<file path="config.mk">
export PLATFORM = sky130hd
export DESIGN_NAME = lieat_general_radix_4_otfc
export DESIGN_NICKNAME = d
export VERILOG_FILES = /design/src/rtl/lieat_general_radix_4_otfc.sv
export SDC_FILE = /design/constraint.sdc
export NUM_CORES = 1
export LEC_CHECK = 0
export CORE_MARGIN = 2
export CORE_UTILIZATION = 52
export DETAILED_ROUTE_END_ITERATION = 10
export PLACE_DENSITY = 0.8
export REMOVE_ABC_BUFFERS = 1
export SYNTH_ARGS = -nofsm -noshare
export SYNTH_HDL_FRONTEND = slang
export SYNTH_SLANG_ARGS = --single-unit
</file>
<file path="constraint.sdc">
create_clock -name clk -period 1.43 [get_ports clk]
set_clock_uncertainty 0.1 [all_clocks]
set_input_delay 0.2145 -clock clk [delete_from_list [all_inputs] [get_ports clk]]
set_output_delay 0.2145 -clock clk [all_outputs]
set_load 0.01 [all_outputs]
</file>
<file path="src/rtl/lieat_general_radix_4_otfc.sv">
// lieat_general_radix_4_otfc: radix-4 on-the-fly quotient converter; optional one-hot checker via LIEAT_OTFC_ONEHOT_CHK_EN
module lieat_general_radix_4_otfc #(
  parameter int WIDTH = 32,
  parameter int QUOT_ONEHOT_WIDTH = 5
) (
  input  logic                         clk,
  input  logic                         rst,
  input  logic                         start_i,
  input  logic                         digit_valid_i,
  output logic                         digit_ready_o,
  input  logic [QUOT_ONEHOT_WIDTH-1:0] digit_i,
  input  logic                         sign_valid_i,
  output logic                         sign_ready_o,
  input  logic                         rem_neg_i,
  output logic                         quot_valid_o,
  input  logic                         quot_ready_i,
  output logic [WIDTH-1:0]             quot_o,
  output logic                         err_o
);
  localparam int NDIG = WIDTH / 2;
  localparam int CW = $clog2(NDIG + 1);
  localparam logic [CW-1:0] LAST = CW'(NDIG - 1);
  typedef enum logic [1:0] {IDLE, ACCUM, SIGN, DONE} state_t;
  state_t state, state_n;
  logic [WIDTH-1:0] q, qm, q_n, qm_n;
  logic [WIDTH-3:0] qt, qmt;
  logic [CW-1:0] cnt;
  logic dig_acc, sign_acc;
  assign digit_ready_o = state == ACCUM;
  assign sign_ready_o = state == SIGN;
  assign quot_valid_o = state == DONE;
  assign dig_acc = digit_valid_i && digit_ready_o;
  assign sign_acc = sign_valid_i && sign_ready_o;
  assign qt = q[WIDTH-3:0];
  assign qmt = qm[WIDTH-3:0];
  // lowest set bit wins; an all-zero digit falls through to the zero-digit update
  always_comb begin
    {q_n, qm_n} = digit_i[0] ? {qmt, 2'b10, qmt, 2'b01} :
                  digit_i[1] ? {qmt, 2'b11, qmt, 2'b10} :
                  digit_i[2] ? {qt, 2'b00, qmt, 2'b11} :
                  digit_i[3] ? {qt, 2'b01, qt, 2'b00} :
                  digit_i[4] ? {qt, 2'b10, qt, 2'b01} :
                               {qt, 2'b00, qmt, 2'b11};
  end
  always_comb begin
    state_n = state;
    if (start_i) state_n = ACCUM;
    else if (dig_acc && cnt == LAST) state_n = SIGN;
    else if (sign_acc) state_n = DONE;
    else if (quot_valid_o && quot_ready_i) state_n = IDLE;
  end
  always_ff @(posedge clk) begin
    if (rst) begin
      state <= IDLE;
      q <= '0;
      qm <= '0;
      cnt <= '0;
      quot_o <= '0;
    end else begin
      state <= state_n;
      if (start_i) begin
        q <= '0;
        qm <= '1;
        cnt <= '0;
      end else if (dig_acc) begin
        q <= q_n;
        qm <= qm_n;
        cnt <= cnt + CW'(1);
      end
      if (!start_i && sign_acc) quot_o <= rem_neg_i ? qm : q;
    end
  end
`ifdef LIEAT_OTFC_ONEHOT_CHK_EN
  logic err_q;
  always_ff @(posedge clk) begin
    if (rst || start_i) err_q <= 1'b0;
    else if (dig_acc && !$onehot(digit_i)) err_q <= 1'b1;
  end
  assign err_o = err_q;
`else
  assign err_o = 1'b0;
`endif
endmodule

</file>
==> impl_metrics.tcl, run 1 <==
set metrics [dict create \
    fin_crit_sh 1.17 \
    period_needed_ns 1.67 \
    drc_errors 0 \
    final_cells 792 \
    slowest_delay_ns 0.40 \
    cts_tree "done" \
    outcome "finished with violations" \
    netlist_top_cells_area "dfxtp_1 (41%), a211oi_2 (6.9%), mux2i_1 (6.3%)" \
    fp-row-count 36 \
    worstPathCellList "and3b_2, buf_12, buf_8, clkbuf_16, o31ai_1, a31oi_1" \
    grt_pass1_vias 5209 \
    worst_slack_ns -0.238 \
    clockPowerShare 0.325 \
    fp.dieArea_um2 10600 \
    cp_top_family "buffers and inverters" \
    max_freq_ghz 0.600 \
    netlist.area_leader.share 0.407 \
    rsz0062_at_grt "yes" \
    start_util 0.528 \
    worstPathMaxFanout 8 \
    place_congestion 0.827 \
    die_x_um 103 \
    antenna_found_initial 0 \
    endpoint_kind "flip-flop" \
    core-area_um2 9590 \
    ff_latch_area_um2 2070 \
    layout_common_cells "dfxtp_1 (99), nand2_1 (65), nor2_1 (54)" \
    place_ws_ns -0.490 \
    multi_input_comb_area_um2 3070 \
    placed_area_um2 5820 \
    p_seq_frac 0.503 \
    drive_above_1_share 0.330 \
    io_pins 48 \
    h-tree-depth 3 \
    synth_seq_cells 103 \
    cts_made_buffers 9 \
    worstSetupPathType "reg2reg" \
    layout.nets 668 \
    critPathArrivalTime_ns 1.83 \
    syn_avg_cell_area_um2 8.74 \
    avgViaCountPerCell 6.84 \
    n_fill_cell 564 \
    antenna_left 0 \
    dp.final_hpwl_mm 7.66 \
    p_leak_nw 2.68 \
    portBuffers 46 \
    power_switching_mw 1.82 \
    via_count 5414 \
    setup-violations-final 100 \
    ys_warn_count 0 \
    placed_cells 738 \
    combinationalPowerShare 0.173 \
    wl_mm 18.6 \
    yosysUniqueCellTypes 39 \
    tns_ns -8.45 \
    clock_sink_count 103 \
    hold_violations 0 \
    grt_util_all_layers 0.319 \
    netlist_instances 580 \
    clk_latency_ns 0.38 \
    hold_buffers 0 \
    hold_path_class "in2reg" \
    yosysSeqAreaShare 0.407 \
    clkTransAtPathRegs_ns 0.10 \
    cap_viol_max_count 0 \
    drt_first_pass_iters 9 \
    grt_pass1_wl_mm 26.3 \
    drt_iter0_drc 787 \
    switching_share 0.293 \
    stdcell_area_um2 7200 \
    root_buffer "clkbuf_8" \
    grt_max_degree 41 \
    cellPowerDensity_nw_per_um2 862 \
    slowest_stage "dfxtp_4" \
    max-clock-path-buffers 2 \
    critPathBufInv 3 \
    worstSetupStartpointType "flip-flop" \
    grt-ovfl-total 0 \
    ir_worst_vdd_mv 0.829 \
    violations "setup timing" \
    p_int_mw 4.39 \
    final_max_slew_viol_count 0 \
    syn_to_final_growth_pct 42.1 \
    post_drt_wl_per_cell_um 23.4 \
    required_ns 1.59 \
    yosys.area.top_type "dfxtp_1" \
    final_common_cell "dfxtp_1" \
    synth_area_um2 5070 \
    die_y_um 103 \
]
-- power groups by stage --
stage	Combinational, mW	Sequential, mW	Clock, mW
floorplan	0.386	3.12	0
global placement	0.702	3.14	0
detailed placement	0.730	3.15	0
CTS	0.922	3.09	1.93
global route	1.12	3.12	2.09
finish	1.07	3.12	2.02
-- path summary, 6_finish.rpt --
| kind | start | end | slack, ns | cells past startpoint |
|---|---|---|---|---|
| setup reg to reg | state[1] | qm[28] | -0.24 | 6 |
| hold / removal | sign_valid_i | state[0] | 0.13 | 3 |
| hold reg to reg | cnt[1] | cnt[1] | 0.41 | 2 |
| setup / recovery | state[1] | qm[28] | -0.24 | 6 |
-- layer usage --
metal | vias up | track usage | share of wire | wire, um
li1 | 2280 | - | - | -
met1 | 2564 | 0.398 | 0.37 | 6810
met2 | 449 | 0.530 | 0.48 | 8930
met3 | 121 | 0.0698 | 0.10 | 1850
met4 | 0 | 0.146 | 0.053 | 978
met5 | - | 0 | 0 | 0
-- timing repair --
action | 4_1_cts | 5_1_grt
resized for setup | 128 | 58
setup endpoints to repair | 135 | 102
setup buffers | 17 | 8
hold endpoints to repair | 0 | 0
pin swaps | 38 | 25
gates cloned | 14 | 3
-- cell families after synthesis --
logic type	synth area share
mux	0.0632
xor+xnor	0.00173
flops	0.407
compound gates	0.243
fa+ha+maj	0.00494
other cells	0.000740
buf+inv	0.0807
simple gates	0.199
-- synthesized netlist by cell type, drive strengths merged --
library cell    n
a311oi         30
nor3            1
nor2b          13
or2             2
clkbuf         24
mux2i          32
xnor2           1
a211oi         34
ha              2
nand3          31
buf            41
nor2           79
and3b           1
conb            1
o211ai          3
o21bai          1
and2            1
nand2          66
o21a            1
a21oi           9
and3            1
dfxtp         103
o21ba           1
nor4bb          2
inv             4
o31ai          20
a22oi           1
a31oi          20
or3            12
o21ai          22
nand4          10
o2111ai        10
nand3b          1
-- cell type report --
| cell class | instances | area share |
|---|---|---|
| repair buffers | 128 | 0.232 |
| multi-input cells | 408 | 0.426 |
| clock buffers | 13 | 0.0235 |
| clock inverters | 2 | 0.00539 |
| flip-flops and latches | 103 | 0.288 |
| inverters | 4 | 0.00208 |
| diodes | 1 | 0.000347 |
| well taps | 133 | 0.0231 |
-- worst reg2reg max path: stages (launching register included) --
cell and delay (ns):
dfxtp_4 0.40, and3b_2 0.26, buf_12 0.14, buf_8 0.13
clkbuf_16 0.17, o31ai_1 0.26, a31oi_1 0.08
-- per-stage QoR --
step | utilization | power, mW | hold slack [ns]
floorplan | - | 3.51 | 0.179
global placement | 0.606 | 3.84 | 0.359
detailed placement | 0.606 | 3.88 | 0.380
CTS | 0.718 | 5.94 | 0.192
global route | 0.750 | 6.33 | 0.162
finish | 0.751 | 6.20 | 0.133
-- flip-flops by register name, summed over array words and instances, names as in the netlist --
signal / cells
q: 32
qm: 32
quot_o: 32
cnt: 5
state: 2
(Power assumes the default switching activity.)
==> run 2: changes to the inputs <==
--- a/config.mk
+++ b/config.mk
@@ -5,10 +5,13 @@
 export SDC_FILE = /design/constraint.sdc
 export NUM_CORES = 1
 export LEC_CHECK = 0
+export CELL_PAD_IN_SITES_DETAIL_PLACEMENT = 0
+export CELL_PAD_IN_SITES_GLOBAL_PLACEMENT = 1
+export CORE_ASPECT_RATIO = 0.6
 export CORE_MARGIN = 2
-export CORE_UTILIZATION = 52
+export CORE_UTILIZATION = 39
 export DETAILED_ROUTE_END_ITERATION = 10
-export PLACE_DENSITY = 0.8
+export PLACE_DENSITY = 0.79
 export REMOVE_ABC_BUFFERS = 1
 export SYNTH_ARGS = -nofsm -noshare
 export SYNTH_HDL_FRONTEND = slang
==> impl_metrics.tcl, run 2 (synthesis results as in run 1) <==
set metrics [dict create \
    io_pins 48 \
    reg2regPathDepth 5 \
    diodes 0 \
    hold_path_class "in2reg" \
    layout.nets 678 \
    startpoint "state[1]" \
    outcome "finished with violations" \
    stdcell_area_um2 7700 \
    root_buffer "clkbuf_16" \
    worstReg2RegEnd "q[16]" \
    die_y_um 92.3 \
    syn_to_final_growth_pct 52.0 \
    ir_worst_vdd_mv 0.597 \
    final_max_slew_viol_count 0 \
    endpoint_kind "flip-flop" \
    cellPowerDensity_nw_per_um2 891 \
    cts_made_buffers 9 \
    portBuffers 46 \
    ff_latch_area_um2 2070 \
    power_mw 6.86 \
    final_cells 838 \
    clock_sink_count 103 \
    place_congestion 0.812 \
    violations "setup timing" \
    cap_viol_max_count 0 \
    reg.largest.list "q (32), qm (32), quot_o (32)" \
    p_leak_nw 2.84 \
    start_util 0.397 \
    grt_max_degree 35 \
    via_count 5016 \
    timing.rr.start "state[1]" \
    antenna_left 0 \
    cts_tree "done" \
    placed_cells 781 \
    period_needed_ns 1.57 \
    crit_path_end "q[16]" \
    post_drt_wl_per_cell_um 20.7 \
    max_freq_ghz 0.638 \
    fin_crit_sh 1.10 \
    wl_mm 17.4 \
    worstPathMaxFanout 8 \
    placed_area_um2 5880 \
    n_fill_cell 1028 \
    dp.final_hpwl_mm 8.47 \
    rsz0062_at_grt "yes" \
    die_x_um 151 \
    grt_pass1_vias 4836 \
    grt_util_all_layers 0.228 \
    avgViaCountPerCell 5.99 \
    ff2ff_setup_slack_ns -0.14 \
    fp-row-count 32 \
    multi_input_comb_area_um2 3290 \
    final_common_cell "dfxtp_1" \
    max-clock-path-buffers 2 \
    tns_ns -5.47 \
    clkTransAtPathRegs_ns 0.07 \
    worstSetupStartpointType "flip-flop" \
    drt_first_pass_iters 7 \
    drc_errors 0 \
    grt-ovfl-total 0 \
    h-tree-depth 3 \
    fp.dieArea_um2 14000 \
    grt_pass1_wl_mm 25.2 \
    relSlewSlack 0.650 \
    antenna_found_initial 0 \
    worstSetupPathType "reg2reg" \
    core-area_um2 12800 \
    layout_common_cells "dfxtp_1 (99), nand2_1 (66), nor2_1 (45)" \
    critPathArrivalTime_ns 1.72 \
    clk_latency_ns 0.35 \
    hold_buffers 0 \
    drive_above_1_share 0.350 \
    required_ns 1.58 \
    worstMarginPinSlew_ns 0.525 \
    worst_slack_ns -0.138 \
    hold_violations 0 \
    setup-violations-final 92 \
    drt_iter0_drc 443 \
]
run 2: changes by cell type in the layout (fill, tap and decap cells not counted), sizes merged:
cell,before,now
dlygate4sd2,34,35
diode,1,0
clkbuf,16,24
clkdlybuf4s50,6,5
bufbuf,2,1
buf,81,84
run 2: worst min-delay path by stage:
stage,from,to,slack (ns),cells past startpoint
2_1_floorplan,rst,quot_o[10],0.18,1
3_3_place_gp,cnt[3],cnt[3],0.36,2
6_report,rst,quot_o[1],0.22,3
4_1_cts,rst,qm[5],0.20,3
5_1_grt,rst,qm[5],0.21,3
3_5_place_dp,cnt[3],cnt[3],0.38,2
run 2: final cells by class:
class	count	area share
clock buffer	13	0.0351
tap	170	0.0276
sequential	103	0.269
inverter	4	0.00195
multi-input combinational	408	0.427
clock inverter	2	0.00503
timing repair buffer	138	0.235
run 2: where the power goes:
group | switching [mW] | internal (mW)
Combinational | 0.643 | 0.531
Sequential | 0.148 | 2.98
Clock | 1.07 | 1.50
run 2: metrics by stage:
stage	util	worst slack (ns)	hold WS, ns
6_report	0.603	-0.138	0.223
5_1_grt	0.603	-0.189	0.210
4_1_cts	0.532	-0.0996	0.196
3_5_place_dp	0.461	-0.563	0.382
3_3_place_gp	0.461	-0.473	0.361
2_1_floorplan	-	-1.75	0.179
run 2: worst max-delay path, cell delays in order (launching register included):
cell	delay (ns)
dfxtp_4	0.37
and3b_2	0.36
buf_12	0.18
buf_12	0.15
nor2_4	0.04
a311oi_2	0.27
run 2: layer usage:
layer	GRT usage	share of wire	up-vias
met5	0	0	-
met4	0.0615	0.016	0
met3	0.0443	0.065	27
met2	0.364	0.46	208
met1	0.315	0.46	2488
li1	-	-	2293
run 2: what timing repair did:
item / 4_1_cts / 5_1_grt
gates cloned: 11 / 12
pin swaps: 28 / 46
resized for setup: 112 / 117
hold endpoints to repair: 0 / 0
setup buffers: 14 / 9
setup endpoints to repair: 134 / 103
